File: src/rtl/dcache_controller.sv
// Write-back / write-allocate controller for a 2-way data cache: serves CPU word hits from the SRAM
// and walks victim writeback plus line refill over a single-line memory handshake on a miss.
module dcache_controller #(
    parameter int ADDR_W = 32,
    parameter int LINE_W = 256,
    parameter int IDX_W  = 4
) (
    input  logic                clk_i,
    input  logic                rst_i,
    input  logic [ADDR_W-1:0]   cpu_addr_i,
    input  logic [31:0]         cpu_data_i,
    input  logic                cpu_MemRead_i,
    input  logic                cpu_MemWrite_i,
    output logic [31:0]         cpu_data_o,
    output logic                cpu_stall_o,
    output logic [IDX_W-1:0]    sram_addr_o,
    output logic [ADDR_W-IDX_W-4:0] sram_tag_o,
    output logic [LINE_W-1:0]   sram_data_o,
    output logic                sram_enable_o,
    output logic                sram_write_o,
    input  logic [ADDR_W-IDX_W-4:0] sram_tag_i,
    input  logic [LINE_W-1:0]   sram_data_i,
    input  logic                sram_hit_i,
    output logic [ADDR_W-1:0]   mem_addr_o,
    output logic [LINE_W-1:0]   mem_data_o,
    output logic                mem_enable_o,
    output logic                mem_write_o,
    input  logic [LINE_W-1:0]   mem_data_i,
    input  logic                mem_ack_i,
    output logic [2:0]          dbg_state_o
);

    localparam int TAG_W = ADDR_W - IDX_W - 5;

    typedef enum logic [2:0] {
        IDLE       = 3'd0,
        MISS       = 3'd1,
        WRITEBACK  = 3'd2,
        READMISS   = 3'd3,
        READMISSOK = 3'd4
    } state_t;

    state_t              state;
    logic                req;
    logic [TAG_W-1:0]    tag;
    logic [IDX_W-1:0]    idx;
    logic [2:0]          word;
    logic [TAG_W-1:0]    victim_tag;
    logic                victim_dirty;
    logic [LINE_W-1:0]   victim_line;
    logic [LINE_W-1:0]   refill_line;
    logic [LINE_W-1:0]   merged_line;
    logic                unused_bits;

    assign req         = cpu_MemRead_i | cpu_MemWrite_i;
    assign tag         = cpu_addr_i[ADDR_W-1 -: TAG_W];
    assign idx         = cpu_addr_i[5 +: IDX_W];
    assign word        = cpu_addr_i[4:2];
    assign unused_bits = ^cpu_addr_i[1:0];

    assign cpu_stall_o   = req & ~sram_hit_i;
    assign cpu_data_o    = sram_data_i[{word, 5'd0} +: 32];
    assign sram_addr_o   = idx;
    assign sram_enable_o = req;
    assign dbg_state_o   = state;

    // Tag bits depend only on state so the SRAM hit path has no loop back through sram_hit_i.
    assign sram_tag_o = (state == READMISSOK) ? {1'b1, 1'b0, tag} : {1'b1, 1'b1, tag};

    always_comb begin
        merged_line = sram_data_i;
        merged_line[{word, 5'd0} +: 32] = cpu_data_i;
    end

    always_comb begin
        sram_write_o = 1'b0;
        sram_data_o  = merged_line;
        if (state == READMISSOK) begin
            sram_write_o = 1'b1;
            sram_data_o  = refill_line;
        end else if (state == IDLE && cpu_MemWrite_i && sram_hit_i) begin
            sram_write_o = 1'b1;
        end
    end

    always_ff @(posedge clk_i or negedge rst_i) begin
        if (!rst_i) begin
            state        <= IDLE;
            mem_enable_o <= 1'b0;
            mem_write_o  <= 1'b0;
            mem_addr_o   <= '0;
            mem_data_o   <= '0;
            victim_tag   <= '0;
            victim_dirty <= 1'b0;
            victim_line  <= '0;
            refill_line  <= '0;
        end else begin
            mem_enable_o <= 1'b0;
            case (state)
                IDLE: begin
                    // On a miss the SRAM presents the LRU way, which becomes the victim.
                    if (req && !sram_hit_i) begin
                        victim_tag   <= sram_tag_i[TAG_W-1:0];
                        victim_dirty <= sram_tag_i[TAG_W+1] & sram_tag_i[TAG_W];
                        victim_line  <= sram_data_i;
                        state        <= MISS;
                    end
                end
                MISS: begin
                    mem_enable_o <= 1'b1;
                    if (victim_dirty) begin
                        mem_write_o <= 1'b1;
                        mem_addr_o  <= {victim_tag, idx, 5'd0};
                        mem_data_o  <= victim_line;
                        state       <= WRITEBACK;
                    end else begin
                        mem_write_o <= 1'b0;
                        mem_addr_o  <= {tag, idx, 5'd0};
                        state       <= READMISS;
                    end
                end
                WRITEBACK: begin
                    if (mem_ack_i) begin
                        mem_enable_o <= 1'b1;
                        mem_write_o  <= 1'b0;
                        mem_addr_o   <= {tag, idx, 5'd0};
                        state        <= READMISS;
                    end
                end
                READMISS: begin
                    if (mem_ack_i) begin
                        refill_line <= mem_data_i;
                        state       <= READMISSOK;
                    end
                end
                READMISSOK: state <= IDLE;
                default:    state <= IDLE;
            endcase
        end
    end

endmodule

File: config.mk
export PLATFORM = sky130hd
export DESIGN_NAME = dcache_controller
export DESIGN_NICKNAME = d
export VERILOG_FILES = /design/src/rtl/dcache_controller.sv
export SDC_FILE = /design/constraint.sdc
export NUM_CORES = 1
export LEC_CHECK = 0
export CELL_PAD_IN_SITES_DETAIL_PLACEMENT = 1
export CELL_PAD_IN_SITES_GLOBAL_PLACEMENT = 1
export CORE_AREA = 2 2 470 472
export CTS_CLUSTER_DIAMETER = 150
export DETAILED_ROUTE_END_ITERATION = 8
export DIE_AREA = 0 0 472 474
export DONT_BUFFER_PORTS = 1
export GPL_ROUTABILITY_DRIVEN = 0
export GPL_TIMING_DRIVEN = 0
export HOLD_SLACK_MARGIN = 0.03
export PLACE_DENSITY = 0.34
export SLEW_MARGIN = 0
export SYNTH_ARGS = -nofsm -noshare
export SYNTH_HDL_FRONTEND = slang
export SYNTH_SLANG_ARGS = --single-unit
File: constraint.sdc
create_clock -name clk_i -period 13.3 [get_ports clk_i]
set_input_delay 3.325 -clock clk_i [delete_from_list [all_inputs] [get_ports clk_i]]
set_output_delay 3.325 -clock clk_i [all_outputs]
set_load 0.01 [all_outputs]
==> metrics.md, run 1 <==
| Metric | Value |
|---|---|
| Global-route wire length before repair | 368000 µm |
| I/O Buffers | 0 |
| Peak VDD IR | 0.111 mV |
| Hold path depth | 2 |
| Synth cell types | 43 |
| Layout Nets | 4492 |
| Worst path arrival time | 9.53 ns |
| Total of max-cap violations | 4 |
| Critical path required time | 9.97 ns |
| Hold buffer count at CTS | 0 |
| Synth Warn # | 0 |
| Clock Skew | 0.0552 ns |
| Total grt overflow | 0 |
| Final Hold Viols | 0 |
| Worst Hold Endpoint | refill_line[59] |
| Number of nets still failing antenna checks after routing | 0 |
| Io pins | 1220 |
| Reg-to-reg endpoint | refill_line[238] |
| Reg2Reg Setup Slack | 9.28 ns |
| Clock slew seen by the registers of the worst setup and hold paths | 0.05 ns |
| Sequential-to-total area share from yosys stat | 51.9% |
| CP Max Fanout | 11 |
| Status | finished, violations left |
| Layout overhead on the synthesized area | 19.7% |
| Via count | 31.7k |
| Synth async-reset ratio | 100% |
| Post-layout min period | 12.85 ns |
| Final HPWL DP | 233000 µm |
| Setup violations, final | 0 |
| Postcts setup bufs | 0 |
| Setup TNS | 0 ns |
| Mapped Cells | 3741 |
| EDFF count, synth | 0 |
| Worst skew pair latency | 0.77 ns |
| Post-CTS sizing | 0 |
| Core area | 219000 µm² |
| Die Area | 224000 µm² |
| Die width | 472 µm |
| Number of synthesized register bits | 824 |
| CTS sink cnt | 824 |
| Layout cells sized above 1 | 24.5% |
| CTS tree | built |
| Via density | 4.61 |
| Clock Path Buffers | 3 |
| Minimum hold slack | 0.473 ns |
| Worst Setup Start Kind | primary input |
| Final wirelength | 288000 µm |
| DRC viols | 0 |
| Site Rows | 172 |
| Reg-to-reg startpoint | dbg_state_o[1] |
| Fill cells | 24.7k |
| Pins Over Slew Limit | 29 |
| Pwr dens | 238 nW/µm² |
| Unrepaired setup endpoints after global routing | false |
| Clock root buffer | clkbuf_16 |
| Final cycle utilization of the critical path | 96.6% |
| Number of global-route vias before repair | 33.6k |
| Worst reg-to-reg path cell count | 7 |
| Fmax achieved | 0.0778 GHz |
| Largest net degree at the start of global routing | 825 |
| Primary FF master, synth | dfrtp_1 |
| Class of the worst hold path | register to register |
| DR iter-0 viols | 1983 |
| Max-slew headroom | -12.1% |
| Die H | 474 µm |
| Place WS | 0.0981 ns |
| H-tree Lvls | 3 |
| Avg Cell Area, Syn | 10.6 µm² |
| First drt pass iteration count | 5 |
| GRT Util Overall | 25.0% |
| Starting Density | 18.2% |
| Worst setup EP type | primary output |
| Total Power | 0.0113 W |
| HP Start | refill_line[59] |
| CTS Buf Count | 111 |
| Leak pwr | 21.1 nW |
| Initial antenna violation count | 104 |
| Post-Syn Area | 39700 µm² |
| Slew @ Worst Pin | 1.68 ns |
| Violated checks | capacitance limit, slew limit |
| Post-route worst setup slack | 0.449 ns |
| Setup CP Type | primary input to primary output |
| Drt wl/cell | 41.8 µm |
==> worst max-delay path, stage by stage <==
cell and delay [ns]:
buf_2 0.26, buf_2 0.48, buf_1 0.97, inv_1 0.23
ha_1 0.28, ha_1 0.33, buf_2 0.50, buf_2 0.69
clkbuf_1 0.96, clkbuf_1 0.48, nand4_1 0.14, a31oi_1 0.86
==> layout by cell type (no fill, tap or decap), types with 6 or more instances in the layout <==
cell / n
a21oi_1: 130
a221oi_1: 65
a31oi_1: 88
buf_1: 16
buf_16: 6
buf_2: 76
buf_4: 36
buf_6: 26
buf_8: 6
clkbuf_1: 207
clkbuf_16: 111
clkbuf_8: 24
clkinv_2: 24
clkinvlp_4: 6
conb_1: 6
dfrtp_1: 824
diode_2: 38
ha_1: 6
inv_1: 6
mux2_2: 340
mux2_4: 199
mux4_2: 64
nand2_1: 994
nand3_1: 55
nand4_1: 32
nor2_1: 259
nor2b_1: 14
nor2b_2: 18
nor3_1: 24
o211ai_1: 128
o21ai_0: 120
==> Yosys cell counts (3+ instances only) <==
library cell	n	area [µm²]
nand2_1	994	3730
dfrtp_1	824	20600
mux2_2	340	3830
nor2_1	259	972
mux2_4	199	2990
clkbuf_1	192	721
a21oi_1	130	651
o211ai_1	128	961
o21ai_0	120	601
a31oi_1	88	551
buf_2	75	375
a221oi_1	65	569
mux4_2	64	1440
nand3_1	55	275
buf_4	33	248
nand4_1	32	200
nor2b_1	32	200
nor3_1	25	125
buf_6	22	248
buf_1	16	60.1
ha_1	6	75.1
inv_1	6	22.5
nor3b_1	4	30.0
or3_1	4	25.0
o311ai_1	3	26.3
o31ai_1	3	22.5
==> stage by stage <==
| stage | utilization [%] | instances | cell area, µm² |
|---|---|---|---|
| after detailed placement | 20.0 | 6632 | 43700 |
| after global routing | 21.7 | 6852 | 47500 |
| after global placement | 19.8 | 6616 | 43400 |
| after floorplan | - | 3745 | 39800 |
| final | 21.8 | 6876 | 47600 |
| after CTS | 21.7 | 6833 | 47300 |
==> routing by layer <==
metal,part of all wire [%],track usage (%),up-vias,wire length [µm]
li1,-,-,13200,-
met1,39,29.1,16800,113000
met2,49,42.7,1331,140000
met3,9.8,10.3,291,28200
met4,2.2,5.70,30,6300
met5,0.067,0,-,194
==> logic make-up after synthesis <==
family,share of synthesized area (%)
AOI/OAI and AO/OA,8.59
adders and majority gates,0.189
buffers and inverters,4.23
DFF,51.9
muxes,20.8
other,0.0189
and+or+nand+nor,14.3
==> worst max-delay path by stage <==
stage | endpoint | start | cells after the start
3_5_place_dp | sram_data_o[86] | cpu_addr_i[3] | 12
4_1_cts | sram_data_o[86] | cpu_addr_i[3] | 12
6_report | sram_data_o[86] | cpu_addr_i[3] | 12
3_3_place_gp | sram_data_o[86] | cpu_addr_i[3] | 12
5_1_grt | sram_data_o[86] | cpu_addr_i[3] | 12
2_1_floorplan | sram_data_o[76] | cpu_addr_i[2] | 12
==> layout make-up <==
cell class,count,area [µm²],area share (%)
flip-flops and latches,824,20600,43.3
multi-input cells,2575,17600,36.9
well taps,2871,3590,7.55
clock buffers,155,3180,6.69
plain buffers,338,1660,3.48
clock inverters,46,484,1.02
repair buffers,21,348,0.731
diodes,38,95.1,0.200
inverters,8,30.0,0.0631
==> power breakdown <==
part / leakage (nW) / switching [W] / internal, W
Clock: 1.80 / 0.00133 / 0.00177
Combinational: 9.24 / 0.00192 / 0.00144
Sequential: 10.1 / 0.00113 / 0.00373
==> sequential cells by signal, indices dropped and copies added, names as in the netlist <==
register      flops
dbg_state_o       3
mem_addr_o       27
mem_data_o      256
mem_enable_o      1
mem_write_o       1
refill_line     256
victim_dirty      1
victim_line     256
victim_tag       23
No activity file was read; power rests on OpenSTA's default activity.
==> run 2, diff against run 1 <==
Settings changed: CORE_AREA 2 2 470 472 to 2 2 472 474, CTS_CLUSTER_DIAMETER 150 to 100, DIE_AREA 0 0 472 474 to 0 0 474 476, DONT_BUFFER_PORTS 1 to unset, PLACE_DENSITY 0.34 to 0.43.
==> run 2 against run 1 <==
The flow still finishes with violations (capacitance limit, slew limit). Global-route usage increased by 0.81 points. Wire length increased by 3.9%. First-iteration DRC count increased by 13%. Combinational power increased by 55%. Fmax decreased by 1.3%. Power increased by 15%. Final cell count increased by 19%. Clock skew decreased by 0.033 ns. Non-clock buffer count increased by 1209. Worst setup slack got worse by 0.16 ns. Worst hold slack about the same.
==> metrics.md, run 2 (same netlist as run 1, synthesis figures left out) <==
| Metric | Value |
|---|---|
| Die H | 476 µm (+0.42%) |
| Worst Setup Start Kind | primary input |
| Status | finished, violations left |
| Critical path required time | 9.97 ns (about the same) |
| Post-route worst setup slack | 0.286 ns (-0.163 ns) |
| Seq pwr share | 34.2% (-8.8 points) |
| Post-layout min period | 13.01 ns (+0.163 ns) |
| Reg-to-reg endpoint | refill_line[240] |
| Drt wl/cell | 36.4 µm (-13%) |
| HP Start | refill_line[229] |
| Most frequent cells in the layout | clkdlybuf4s50_1, nand2_1, dfrtp_1, mux2_2, nor2_1 |
| Worst Hold Endpoint | refill_line[229] |
| Die Area | 226000 µm² (+0.85%) |
| Final cycle utilization of the critical path | 97.8% (+1.2 points) |
| Class of the worst hold path | register to register |
| First drt pass iteration count | 5 (unchanged) |
| Number of nets still failing antenna checks after routing | 0 (unchanged) |
| H-tree Lvls | 3 (unchanged) |
| Clock root buffer | clkbuf_16 |
| Clock Path Buffers | 3 (unchanged) |
| CTS Buf Count | 110 (-0.90%) |
| Commonest non-fill, non-tap cell in the layout | clkdlybuf4s50_1 |
| CTS tree | built |
| Core area | 221000 µm² (+1.1%) |
| GRT Util Overall | 25.8% (+0.81 points) |
| CP Max Fanout | 10 (-1) |
| Peak VDD IR | 0.115 mV (+3.3%) |
| Io pins | 1220 (unchanged) |
| Slew @ Worst Pin | 1.61 ns (-0.0669 ns) |
| Final HPWL DP | 246000 µm (+5.4%) |
| Leak pwr | 26.0 nW (+23%) |
| Worst reg-to-reg path cell count | 7 (unchanged) |
| Crit-path cells | clkdlybuf4s50_1, clkbuf_1, buf_2, buf_2, inv_1, ha_1, ha_1, buf_2, buf_2, o311ai_2, buf_6, clkbuf_1, a221oi_1, nor2_1, clkdlybuf4s50_1 |
| Gate power share | 40.0% (+10 points) |
| Violated checks | capacitance limit, slew limit |
| Fmax achieved | 0.0768 GHz (-1.3%) |
| Crit-path leading delay family | buffers and inverters |
| Clock slew seen by the registers of the worst setup and hold paths | 0.06 ns (about the same) |
| Total of max-cap violations | 5 (+1) |
| Worst skew pair latency | 0.77 ns (about the same) |
| Die width | 474 µm (+0.42%) |
| Number of global-route vias before repair | 39.0k (+16%) |
| Hold path depth | 2 (unchanged) |
| Inst Count DP | 7949 (+20%) |
| Place WS | -0.914 ns (-1.01 ns) |
| Setup violations, final | 0 (unchanged) |
| Layout cells sized above 1 | 18.7% (-5.7 points) |
| Via density | 4.47 (-3.0%) |
| Switching power total | 0.00470 W (+7.4%) |
| Starting Density | 18.0% (-0.19 points) |
| Total grt overflow | 0 (unchanged) |
| Global-route wire length before repair | 387000 µm (+5.2%) |
| Reg-to-reg startpoint | dbg_state_o[1] |
| Layout Cells excl Fill | 8195 (+19%) |
| Total Power | 0.0130 W (+15%) |
| Crit path buffers/inverters | 10 (+2) |
| Pins Over Slew Limit | 35 (+21%) |
| Fraction of power spent switching nets | 36.1% (-2.6 points) |
| Setup TNS | 0 ns (unchanged) |
| Layout overhead on the synthesized area | 51.4% |
| DRC viols | 0 (unchanged) |
| Initial antenna violation count | 121 (+16%) |
| Worst path arrival time | 9.69 ns (+0.16 ns) |
| CTS sink cnt | 824 (unchanged) |
| Crit-path slowest cell | a221oi_1 |
| Worst setup EP type | primary output |
| Max-slew headroom | -7.67% (+4.5 points) |
| Layout Nets | 5700 (+27%) |
| Total internal power | 0.00831 W (+20%) |
| Pwr dens | 216 nW/µm² (-9.1%) |
| Reg2Reg Setup Slack | 9.50 ns (+0.22 ns) |
| Clk pwr share | 25.8% (-1.5 points) |
| Largest net degree at the start of global routing | 108 (-87%) |
| Final Hold Viols | 0 (unchanged) |
| Clock Skew | 0.0218 ns (-0.0334 ns) |
| Site Rows | 173 (+0.58%) |
| Biggest regs | mem_data_o (256), refill_line (256), victim_line (256) |
| Via count | 36.7k (+16%) |
| Crit-path max cell delay | 0.89 ns (-0.08 ns) |
| DR iter-0 viols | 2234 (+13%) |
| Unrepaired setup endpoints after global routing | false |
| Setup CP Type | primary input to primary output |
| I/O Buffers | 1211 (+1211) |
| Final wirelength | 299000 µm (+3.9%) |
| Crit path top cell by count | buf_2 |
[run 2: changes by cell type in the layout (fill, tap and decap cells not counted), sizes merged]
cell	delta
clkdlybuf4s50	+1210
buf	-2
inv	-1
clkinvlp	-4
clkinv	-14
clkbuf	+3
diode	+9
bufinv	+14
[run 2: power groups by stage]
| stage | sequential, W | clock (W) | combinational [W] |
|---|---|---|---|
| floorplan | 0.00445 | 0 | 0.00226 |
| global placement | 0.00450 | 0 | 0.00520 |
| detailed placement | 0.00447 | 0 | 0.00526 |
| CTS | 0.00445 | 0.00345 | 0.00529 |
| global route | 0.00460 | 0.00353 | 0.00556 |
| finish | 0.00445 | 0.00336 | 0.00520 |
[run 2: cell type report]
class	instances	area, µm²
clock buffer	157	3220
fill	24900	161000
timing repair buffer	1231	12500
inverter	8	30.0
buffer	337	1660
antenna	47	118
clock inverter	41	766
sequential	824	20600
tap	2975	3720
multi-input combinational	2575	17500
[run 2: stage by stage]
step	instance area, µm²	util, %	hold WS (ns)
3_3_place_gp	55600	25.2	0.459
5_1_grt	60100	27.2	0.496
3_5_place_dp	56000	25.4	0.462
4_1_cts	60000	27.2	0.478
6_report	60200	27.2	0.473
2_1_floorplan	39800	-	0.446
[run 2: worst max-delay path by stage]
stage / start / endpoint / depth (start not counted)
2_1_floorplan: cpu_addr_i[2] / sram_data_o[76] / 12
3_3_place_gp: rst_i / mem_data_o[144] / 1
3_5_place_dp: cpu_addr_i[3] / sram_data_o[88] / 14
4_1_cts: cpu_addr_i[2] / sram_data_o[34] / 15
5_1_grt: cpu_addr_i[2] / sram_data_o[86] / 14
6_report: cpu_addr_i[2] / sram_data_o[34] / 15
[run 2: layer usage]
layer / wire, µm / GRT usage [%] / part of all wire, %
met2: 141000 / 43.1 / 47
met4: 8270 / 7.42 / 2.8
met5: 380 / 0 / 0.13
met3: 25800 / 8.26 / 8.6
met1: 123000 / 31.7 / 41
[run 2: timing repair]
item / in CTS / in global routing
hold buffers: 0 / 0
gates resized for setup: 2 / 0
buffers inserted: 0 / 0
setup endpoints to repair: 31 / 0
[run 2: worst register-to-register path: stages, from the launching register on]
cell,delay (ns)
dfrtp_1,0.48
clkbuf_1,0.36
nand4b_1,0.67
clkinv_1,0.46
buf_2,0.46
buf_1,1.04
nand2_1,0.18
nand2_1,0.10
==> run 3, diff against run 2 <==
Settings changed: ABC_CLOCK_PERIOD_IN_PS set to 16600.
Clock period 13.3 ns to 16.6 ns, I/O delays scaled along.
==> run 3 against run 2 <==
The run still ends with capacitance limit, slew limit left. Critical endpoint is now sram_data_o[88]. Flip-flop and latch count unchanged. Final area hardly changed. Critical path depth fell by 1. Critical path type unchanged. Sequential power fell by 20%. Clock-buffer cell count did not move. Final cell count about the same. Non-clock buffer count increased by 1. Largest cell class unchanged. Die area unchanged. Clock power shrank 20%.
==> metrics.md, run 3 (same netlist as run 1, synthesis figures left out) <==
| Metric | Value |
|---|---|
| Status | finished, violations left |
| Violated checks | capacitance limit, slew limit |
| Worst Hold Endpoint | refill_line[229] |
| Number of global-route vias before repair | 39.0k (-0.031%) |
| Critical path required time | 12.45 ns (+2.48 ns) |
| Worst Setup Start Kind | primary input |
| Global-route wire length before repair | 387000 µm (about the same) |
| Slew @ Worst Pin | 1.66 ns (+0.0486 ns) |
| GRT Util Overall | 25.8% (about the same) |
| Fill cells | 24.9k (-0.0080%) |
| Final Hold Viols | 0 (unchanged) |
| Clock root buffer | clkbuf_16 |
| Total grt overflow | 0 (unchanged) |
| Io pins | 1220 (unchanged) |
| Clock Path Buffers | 3 (unchanged) |
| Die H | 476 µm (unchanged) |
| Pins Over Slew Limit | 43 (+23%) |
| Peak VDD IR | 0.0912 mV (-20%) |
| Max-slew headroom | -10.9% (-3.2 points) |
| Initial antenna violation count | 118 (-2.5%) |
| Pwr dens | 173 nW/µm² (-20%) |
| Post-layout min period | 15.45 ns |
| Final cycle utilization of the critical path | 93.1% |
| Hold path depth | 2 (unchanged) |
| Number of nets still failing antenna checks after routing | 0 (unchanged) |
| DRC viols | 0 (unchanged) |
| DR iter-0 viols | 2094 (-6.3%) |
| Postcts setup bufs | 0 (unchanged) |
| Unrepaired setup endpoints after global routing | false |
| Clock Skew | 0.0229 ns (+0.00111 ns) |
| I/O Buffers | 1211 (unchanged) |
| Layout overhead on the synthesized area | 51.4% (about the same) |
| Via density | 4.47 (about the same) |
| Commonest non-fill, non-tap cell in the layout | clkdlybuf4s50_1 |
| Clock slew seen by the registers of the worst setup and hold paths | 0.06 ns (about the same) |
| Site Rows | 173 (unchanged) |
| Worst path arrival time | 11.30 ns (+1.61 ns) |
| CP Max Fanout | 11 (+1) |
| Core area | 221000 µm² (unchanged) |
| Most frequent cells in the layout | clkdlybuf4s50_1, nand2_1, dfrtp_1, mux2_2, nor2_1 |
| Final wirelength | 299000 µm (about the same) |
| Drt wl/cell | 36.4 µm (about the same) |
| Die width | 474 µm (unchanged) |
| CTS Buf Count | 110 (unchanged) |
| Layout cells sized above 1 | 18.7% (-0.042 points) |
| Reg-to-reg endpoint | refill_line[240] |
| Setup TNS | 0 ns (unchanged) |
| Total of max-cap violations | 6 (+1) |
| CTS tree | built |
| Largest net degree at the start of global routing | 108 (unchanged) |
| Setup violations, final | 0 (unchanged) |
| Biggest regs | mem_data_o (256), refill_line (256), victim_line (256) |
| Reg2Reg Setup Slack | 12.83 ns (+3.33 ns) |
| Worst skew pair latency | 0.76 ns (about the same) |
| H-tree Lvls | 3 (unchanged) |
| Post-CTS sizing | 0 (-2) |
| First drt pass iteration count | 5 (unchanged) |
| Fmax achieved | 0.0647 GHz |
| Setup CP Type | primary input to primary output |
| Leak pwr | 26.0 nW (about the same) |
| Starting Density | 18.0% (unchanged) |
| Class of the worst hold path | register to register |
| CTS sink cnt | 824 (unchanged) |
| Worst setup EP type | primary output |
| Final HPWL DP | 246000 µm (unchanged) |
| Reg-to-reg startpoint | dbg_state_o[1] |
| Layout Cells excl Fill | 8197 (+0.024%) |
| Worst reg-to-reg path cell count | 7 (unchanged) |
| Die Area | 226000 µm² (unchanged) |
| Layout Nets | 5701 (+0.018%) |
| Via count | 36.7k (-0.011%) |
| Hold buffer count at CTS | 0 (unchanged) |
| HP Start | refill_line[229] |
| Inst Count DP | 7949 (unchanged) |
run 3: cell types whose count changed in the layout (fill, tap and decap cells not counted), sizes merged:
cell   previous run  this run
diode            47        48
buf             165       166
run 3: through the flow:
stage	setup slack, ns	power [W]	hold WS (ns)	util [%]	cell area (µm²)
2_1_floorplan	5.67	0.00538	0.446	-	39800
3_3_place_gp	-31.61	0.00777	0.459	25.2	55600
3_5_place_dp	0.736	0.00780	0.462	25.4	56000
4_1_cts	0.680	0.0106	0.478	27.2	60000
5_1_grt	0.705	0.0110	0.496	27.2	60100
6_report	1.15	0.0104	0.473	27.2	60200
run 3: power by group:
part / switching, W / total, W / internal [W] / leakage (nW)
sequential: 0.000573 / 0.00357 / 0.00299 / 10.1
combinational: 0.00214 / 0.00416 / 0.00203 / 13.9
clock: 0.00105 / 0.00269 / 0.00164 / 1.95
run 3: cell type report:
type | instances | area [µm²] | area share, %
Sequential cell | 824 | 20600 | 34.3
Multi-Input combinational cell | 2575 | 17500 | 29.1
Timing Repair Buffer | 1231 | 12500 | 20.8
Tap cell | 2975 | 3720 | 6.18
Clock buffer | 157 | 3220 | 5.35
Buffer | 338 | 1660 | 2.75
Clock inverter | 41 | 766 | 1.27
Antenna cell | 48 | 120 | 0.200
Inverter | 8 | 30.0 | 0.0499
run 3: worst max-delay path by stage:
stage,to,from
global placement,mem_data_o[144],rst_i
detailed placement,sram_data_o[88],cpu_addr_i[3]
CTS,sram_data_o[88],cpu_addr_i[3]
floorplan,sram_data_o[76],cpu_addr_i[2]
finish,sram_data_o[88],cpu_addr_i[3]
global route,sram_data_o[88],cpu_addr_i[3]
run 3: worst max-delay path, cell delays in order:
cell and delay [ns]:
clkdlybuf4s50_1 0.56, buf_2 0.29, buf_2 0.46, buf_1 0.79, inv_1 0.37, ha_1 0.32
ha_1 0.36, buf_2 0.45, buf_2 0.64, clkbuf_1 0.87, clkbuf_1 0.47, nand4_1 0.15
a31oi_1 0.68, clkdlybuf4s50_1 0.69
run 3: routing by layer:
layer / track usage [%] / part of all wire (%)
met1: 31.7 / 41
met5: 0 / 0.12
met4: 7.42 / 2.8
met3: 8.25 / 8.5
met2: 43.1 / 47
